==> config.mk <==
export PLATFORM = sky130hd
export DESIGN_NAME = spi_reg_bridge
export DESIGN_NICKNAME = d
export VERILOG_FILES = /design/src/rtl/spi_reg_bridge.sv
export SDC_FILE = /design/constraint.sdc
export NUM_CORES = 1
export LEC_CHECK = 0
export BUFFER_PORTS_ARGS = -buffer_cell sky130_fd_sc_hd__buf_2
export CAP_MARGIN = 30
export CORE_UTILIZATION = 48
export CTS_BUF_LIST = sky130_fd_sc_hd__clkbuf_4
export DETAILED_ROUTE_END_ITERATION = 12
export GPL_TIMING_DRIVEN = 0
export PLACE_DENSITY = 0.71
export SLEW_MARGIN = 20
export SYNTH_ARGS = -nofsm -noshare
export SYNTH_HDL_FRONTEND = slang
export SYNTH_SLANG_ARGS = --single-unit
export TNS_END_PERCENT = 5
==> constraint.sdc <==
create_clock -name clk -period 3.3 [get_ports clk]
set_input_delay 0.165 -clock clk [delete_from_list [all_inputs] [get_ports clk]]
set_output_delay 0.165 -clock clk [all_outputs]
set_load 0.01 [all_outputs]
==> src/rtl/spi_reg_bridge.sv <==
// spi_reg_bridge: SPI mode-0 slave that turns 16-bit host frames into
// single-cycle register read/write strobes and returns read data on miso.
module spi_reg_bridge #(
  parameter int SYNC_STAGES = 2
) (
  input  logic       clk,
  input  logic       rst_n,
  input  logic       sclk,
  input  logic       cs_n,
  input  logic       mosi,
  output logic       miso,
  output logic       read,
  output logic       write,
  output logic [5:0] addr,
  output logic [7:0] data_write,
  input  logic [7:0] data_read
);
  typedef enum logic [2:0] {IDLE, CMD, RD_REQ, RD_LOAD, DATA_RD, DATA_WR, DONE} state_t;
  state_t state, state_nx;
  logic [SYNC_STAGES-1:0] sclk_q, cs_q, mosi_q;
  logic sclk_d, cs_d, sclk_s, cs_s, mosi_s;
  logic rise, fall, cs_fall, cmd_done, last_rise, tx_shift;
  logic [4:0] cnt, cnt_nx;
  logic [7:0] sh, sh_nx, tx, tx_nx, data_write_nx;
  logic [5:0] addr_nx;
  logic miso_nx, read_nx, write_nx;

  assign sclk_s    = sclk_q[SYNC_STAGES-1];
  assign cs_s      = cs_q[SYNC_STAGES-1];
  assign mosi_s    = mosi_q[SYNC_STAGES-1];
  assign rise      = sclk_s & ~sclk_d;
  assign fall      = ~sclk_s & sclk_d;
  // cs history resets low so a select held low through reset is not taken as a frame start
  assign cs_fall   = cs_d & ~cs_s;
  assign cmd_done  = rise && cnt == 5'd7;
  assign last_rise = rise && cnt == 5'd15;
  assign tx_shift  = state == DATA_RD && fall && cnt >= 5'd9 && cnt <= 5'd15;

  always_ff @(posedge clk or negedge rst_n) begin
    if (!rst_n) begin
      sclk_q <= '0;
      cs_q   <= '0;
      mosi_q <= '0;
      sclk_d <= 1'b0;
      cs_d   <= 1'b0;
    end else begin
      sclk_q <= {sclk_q[SYNC_STAGES-2:0], sclk};
      cs_q   <= {cs_q[SYNC_STAGES-2:0], cs_n};
      mosi_q <= {mosi_q[SYNC_STAGES-2:0], mosi};
      sclk_d <= sclk_s;
      cs_d   <= cs_s;
    end
  end

  always_ff @(posedge clk or negedge rst_n) begin
    if (!rst_n) state <= IDLE;
    else state <= state_nx;
  end

  always_comb begin
    state_nx = state;
    case (state)
      IDLE:             state_nx = cs_fall ? CMD : IDLE;
      CMD:              state_nx = cs_s ? IDLE : cmd_done ? (sh[6] ? DATA_WR : RD_REQ) : CMD;
      RD_REQ:           state_nx = cs_s ? IDLE : RD_LOAD;
      RD_LOAD:          state_nx = cs_s ? IDLE : DATA_RD;
      DATA_RD, DATA_WR: state_nx = cs_s ? IDLE : last_rise ? DONE : state;
      default:          state_nx = cs_s ? IDLE : DONE;
    endcase
  end

  always_comb begin
    cnt_nx        = (state == IDLE) ? '0 : (rise && state != DONE) ? cnt + 5'd1 : cnt;
    sh_nx         = (state == IDLE) ? '0 : (rise && (state == CMD || state == DATA_WR)) ? {sh[6:0], mosi_s} : sh;
    addr_nx       = (state == CMD && state_nx != CMD && state_nx != IDLE) ? {sh[4:0], mosi_s} : addr;
    read_nx       = state_nx == RD_REQ;
    write_nx      = state == DATA_WR && state_nx == DONE;
    data_write_nx = write_nx ? {sh[6:0], mosi_s} : data_write;
    tx_nx         = (state == RD_LOAD) ? data_read : tx_shift ? {tx[6:0], 1'b0} : tx;
    miso_nx       = (state == RD_LOAD && state_nx == DATA_RD) ? data_read[7] :
                    (state == DATA_RD && state_nx == DATA_RD) ? (tx_shift ? tx[6] : miso) : 1'b0;
  end

  always_ff @(posedge clk or negedge rst_n) begin
    if (!rst_n) begin
      cnt        <= '0;
      sh         <= '0;
      tx         <= '0;
      addr       <= '0;
      data_write <= '0;
      read       <= 1'b0;
      write      <= 1'b0;
      miso       <= 1'b0;
    end else begin
      cnt        <= cnt_nx;
      sh         <= sh_nx;
      tx         <= tx_nx;
      addr       <= addr_nx;
      data_write <= data_write_nx;
      read       <= read_nx;
      write      <= write_nx;
      miso       <= miso_nx;
    end
  end
endmodule

# [Yosys cells after proc, flatten, opt, wreduce, memory -nomap -nowiden]
# Index checks and enable logic that the tools add are counted.
[totals] ff_bits=47 word_cells=74 output_inout_bits=17
[classes] muxes=19 eq_ne=13 magnitude_cmp=2 n_bitwise=6 addsub=1 reduce_logical=19
[op_table] operator="2-to-1 mux 7 bit" count=4
[op_table] operator="2-to-1 mux 3 bit" count=7
[op_table] operator="case mux 3 bit (5 select lines)" count=1
[op_table] operator="== test 3 bit, second input constant" count=4
[op_table] operator="logical AND 1 bit" count=12
[op_table] operator="2-to-1 mux 5 bit" count=2
[op_table] operator="== test 3 x 2 -> 1 bit, second input constant" count=3
[op_table] operator="!= test 3 bit, second input constant" count=2
[op_table] operator="nonzero test 2 bit" count=3
[op_table] operator="adder 5 x 1 -> 5 bit, second input constant" count=1
[op_table] operator="== test 5 x 3 -> 1 bit, second input constant" count=1
[op_table] operator="== test 5 x 4 -> 1 bit, second input constant" count=1
[op_table] operator="greater-or-equal comparator 5 x 4 -> 1 bit, second input constant" count=1
[op_table] operator="<= comparator 5 x 4 -> 1 bit, second input constant" count=1
[op_table] operator="2-to-1 mux 1 bit" count=4
[op_table] operator="bitwise AND 1 bit" count=3
[op_table] operator="== test 3 x 1 -> 1 bit, second input constant" count=1
[op_table] operator="logical NOT 3 bit" count=1
[op_table] operator="!= test 3 x 1 -> 1 bit, second input constant" count=1
[op_table] operator="inverter 1 bit" count=3
[op_table] operator="nonzero test 3 bit" count=1
[op_table] operator="2-to-1 mux 2 bit" count=1
[op_table] operator="OR reduction 2 bit" count=1
[op_table] operator="logical OR 1 bit" count=1

# [Logic depth before layout (Yosys ltp)]
[depth] depth_word=10 ltp_mapped=7

# [Worst setup path before layout]
# Ideal clock, no wire load.
[synth_timing] path_kind="register to register" from="register cnt[0]" to="register tx[1]" setup_slack_ns=1.411 stages_incl_launch_ff=8 required_time_ns=3.174 period_less_slack_ns=1.889 setup_ns=0.126 arrival_time_ns=1.763 path_cell_list="dfrtp_1 > ha_1 > and3_1 > ha_1 > o21bai_1 > and3_4 > buf_6 > a221o_1"
[synth_via] elab_chain_cells=4 elab_cells_between_ends=5
[synth_lines] element="start: declaration" line="23" source="logic [4:0] cnt, cnt_nx;"
[synth_lines] element="start signal: assignment" line="95" source="cnt <= cnt_nx;"
[synth_lines] element="greater-or-equal comparator 5 x 4 -> 1 bit" line="37" source="assign tx_shift = state == DATA_RD && fall && cnt >= 5'd9 && cnt <= 5'd15;"
[synth_lines] element="logical AND 1 bit" line="37"
[synth_lines] element="logical AND 1 bit (*)" line="37"
[synth_lines] element="nonzero test 2 bit (no line) (*)"
[synth_lines] element="end signal: assignment" line="97" source="tx <= tx_nx;"
[synth_lines] element="end: declaration" line="24" source="logic [7:0] sh, sh_nx, tx, tx_nx, data_write_nx;"
# Every way passes the cells marked *; elsewhere a longest branch is shown, timed or not.
# A chain may end at the register's enable or synchronous reset.

# [Worst setup path after layout]
[layout_timing] from="register cnt[0]" to="register tx[6]"
# Same word-level chain as after synthesis.

==> results by group <==
Status
  – Outcome: finished, final reports clean

Routing
  – TritonRoute pass-1 iters: 4
  – Drt first-iter violations: just under 50
  – Vias per cell: 5.41
  – Vias: between 1,000 and 1,500
  – Post-route ant nets: 0
  – Wire per inst: between 15 and 20 microns
  – Final WL: 3870 microns
  – DR DRC count: 0

Yosys
  – Yosys Warn Count: 0
  – Most frequent cell after synthesis: dfrtp_1
  – EDFF count, synth: 0
  – Synthesized area per cell: 12.7 sq um
  – Register area share after synthesis: 56.1%
  – Share of the synthesized area in the top cell type: a little under three fifths
  – Post-synthesis cell type count: 47
  – Syn Nets: 181
  – Post-Syn Instances: 165
  – Synth area leader: dfrtp_1
  – Synth area leaders: dfrtp_1, mux2_2, mux2i_1
  – Top cells by instance count after synthesis: dfrtp_1, nor2_1, mux2_2
  – Synth Register Bits: between 40 and 50
  – Asr flop ratio synth: 100%
  – Post-Syn Area: between 2000 and 2500 sq um
  – Ys flop type: dfrtp_1

CTS
  – Clk_lat worst skew: 0.35 ns
  – Clock transition at path regs: 0.13 ns
  – TritonCTS buffer count: 5
  – Clock root cell: clkbuf_4
  – CTS tree: yes
  – Setup Buffers After CTS: 0
  – H-Tree Depth: 2
  – Clock Sinks: 47
  – Clk buf depth: 2

Die
  – Die area: 4640 sq um
  – I/O pin count: 30
  – CORE AREA: 4090 sq um
  – Die W: 68.1 microns
  – Die Y: 68.1 microns
  – Starting Density: between 50% and 60%
  – Rows: 23

Timing
  – Slew headroom: 64.9%
  – Final TNS setup: 0 ns
  – Clk_skew: between 0.01 and 0.015 ns
  – Max Clk Rate: 485 MHz
  – Tmin final: 2.06 ns
  – Final Cycle Share: 62.5%
  – RSZ-0062 raised after global routing: no
  – Slew Limit Fails: 0
  – Final hold violation count: 0
  – # setup viols final: 0
  – Worst-Margin Slew: 0.526 ns

Power and ir drop
  – Leak pwr: 0.00122 uW
  – Reg power frac: around 65%
  – Internal: 688 uW
  – Overall power: 906 uW
  – Switching power as a share of total power: 24.1%
  – Combinational cell fraction of total power: 7.3%
  – Switch Pwr: ~220 uW
  – Clock Power Share: 27.5%
  – VDD IR max: 240 uV
  – Pwr dens: 375 nW/um^2

Setup path
  – CP arrival: 2.30 ns
  – CP required: 3.54 ns
  – Worst setup EP type: flip-flop
  – WS Path Type: reg -> reg
  – Worst setup SP type: flip-flop
  – Max Fanout on Critical Path: 7

Placement
  – IO Port Bufs: 29
  – Post-DP HPWL: 2800 microns
  – Routability Congestion: 0.815
  – Dpl cells: 245

Global routing
  – Initial antenna violation count: 0
  – Leftover overflow at the end of global routing: 0
  – First-pass GRT wire length: 6620 microns
  – Largest net degree at the start of global routing: 31
  – Total GRT Usage: roughly a fifth
  – Vias in the first global route: between 1,000 and 1,500

Flow run
  – Max-cap violations: 0

Finish
  – Share of cells above drive strength 1: 30.0%
  – Layout area overhead: 15.3%
  – Non-Filler Instances: 257
  – Final-stage net count: 222
  – ANT cells: 0

Min path
  – HP Class: in -> reg
per-layer routing:
metal | wire length, microns | global-route usage, % | share of wire [%]
met3 | 85 | 4.33 | 2.2
met4 | 48 | 6.77 | 1.2
met1 | 1810 | 25.2 | 47
met2 | 1930 | 31.7 | 50
met5 | 0 | 0 | 0
cell usage in the layout (no fill, tap or decap), drive strengths merged, types with 2 or more instances in the layout:
cell | synthesis | routed
a211oi | 2 | 2
a221o | 5 | 5
a31oi | 2 | 2
and2 | 5 | 5
and3 | 3 | 3
and3b | 2 | 2
buf | 4 | 34
clkbuf | 4 | 9
clkinv | 0 | 2
dfrtp | 47 | 47
dlygate4sd3 | 0 | 4
ha | 3 | 3
inv | 5 | 5
mux2 | 14 | 14
mux2i | 8 | 8
nand2 | 6 | 6
nand2b | 2 | 2
nand3 | 2 | 2
nand4 | 3 | 3
nor2 | 14 | 14
nor2b | 3 | 3
nor3 | 3 | 3
nor3b | 4 | 4
o211ai | 4 | 4
o21a | 2 | 2
o21ai | 6 | 6
repair_timing:
| item | CTS | global route |
|---|---|---|
| hold buffers | 4 | 0 |
| gates resized for setup | 0 | 0 |
| hold endpoints to repair | 20 | 0 |
power groups by stage:
stage                     clock network (uW)  registers, uW  logic [uW]
after detailed placement                   0            602        63.4
after floorplan                            0            600        33.4
after global routing                     287            592        74.0
after global placement                     0            601        57.3
after CTS                                267            591        67.3
final                                    250            591        65.8
metrics by stage:
step / util (%) / hold WS (ns) / setup WS [ns] / cell area (sq um)
4_1_cts: 59.2 / 0.00610 / 1.23 / 2420
2_1_floorplan: - / -0.131 / 1.41 / 2100
6_report: 59.2 / 0.0378 / 1.24 / 2420
5_1_grt: 59.2 / 0.0309 / 1.10 / 2420
3_3_place_gp: 56.4 / 0.272 / 1.29 / 2300
3_5_place_dp: 56.9 / 0.128 / 1.26 / 2320
final timing paths:
| kind | to | slack (ns) | startpoint | cells after the start |
|---|---|---|---|---|
| worst max-delay path | tx[6] | 1.24 | cnt[0] | 7 |
| worst min-delay path | tx[0] | 0.04 | data_read[0] | 3 |
| worst max register to register | tx[6] | 1.24 | cnt[0] | 7 |
| worst min register to register | cs_q[1] | 0.36 | cs_q[0] | 0 |
| max in group asynchronous | cnt[2] | 2.53 | rst_n | 3 |
| min in group asynchronous | tx[1] | 0.27 | rst_n | 2 |
sequential cells by signal, indices dropped and copies added, names as in the netlist:
register,count
state,3
sclk_q,2
write,1
sclk_d,1
miso,1
mosi_q,2
cs_q,2
cnt,5
sh,7
addr,6
tx,7
cs_d,1
data_write,8
read,1
kinds of logic after synthesis:
logic type / share of synthesized area (%)
mux: 11.3
flops: 56.1
xor+xnor: 0.835
simple gates: 16.3
fa+ha+maj: 1.79
compound gates: 9.67
buf+inv: 4.00
critical path: stages, from the launching register on:
cell	delay, ns
dfrtp_1	0.46
ha_1	0.24
and3_1	0.18
ha_1	0.19
o21bai_1	0.23
and3_4	0.19
buf_6	0.12
a221o_1	0.35
cell type report:
cell class	count	area (sq um)
Buffer	8	65.1
Clock buffer	5	37.5
Clock inverter	3	15.0
Fill cell	331	1670
Inverter	5	18.8
Multi-Input combinational cell	105	837
Sequential cell	47	1180
Tap cell	50	62.6
Timing Repair Buffer	34	205
No activity file was read; power rests on OpenSTA's default activity.
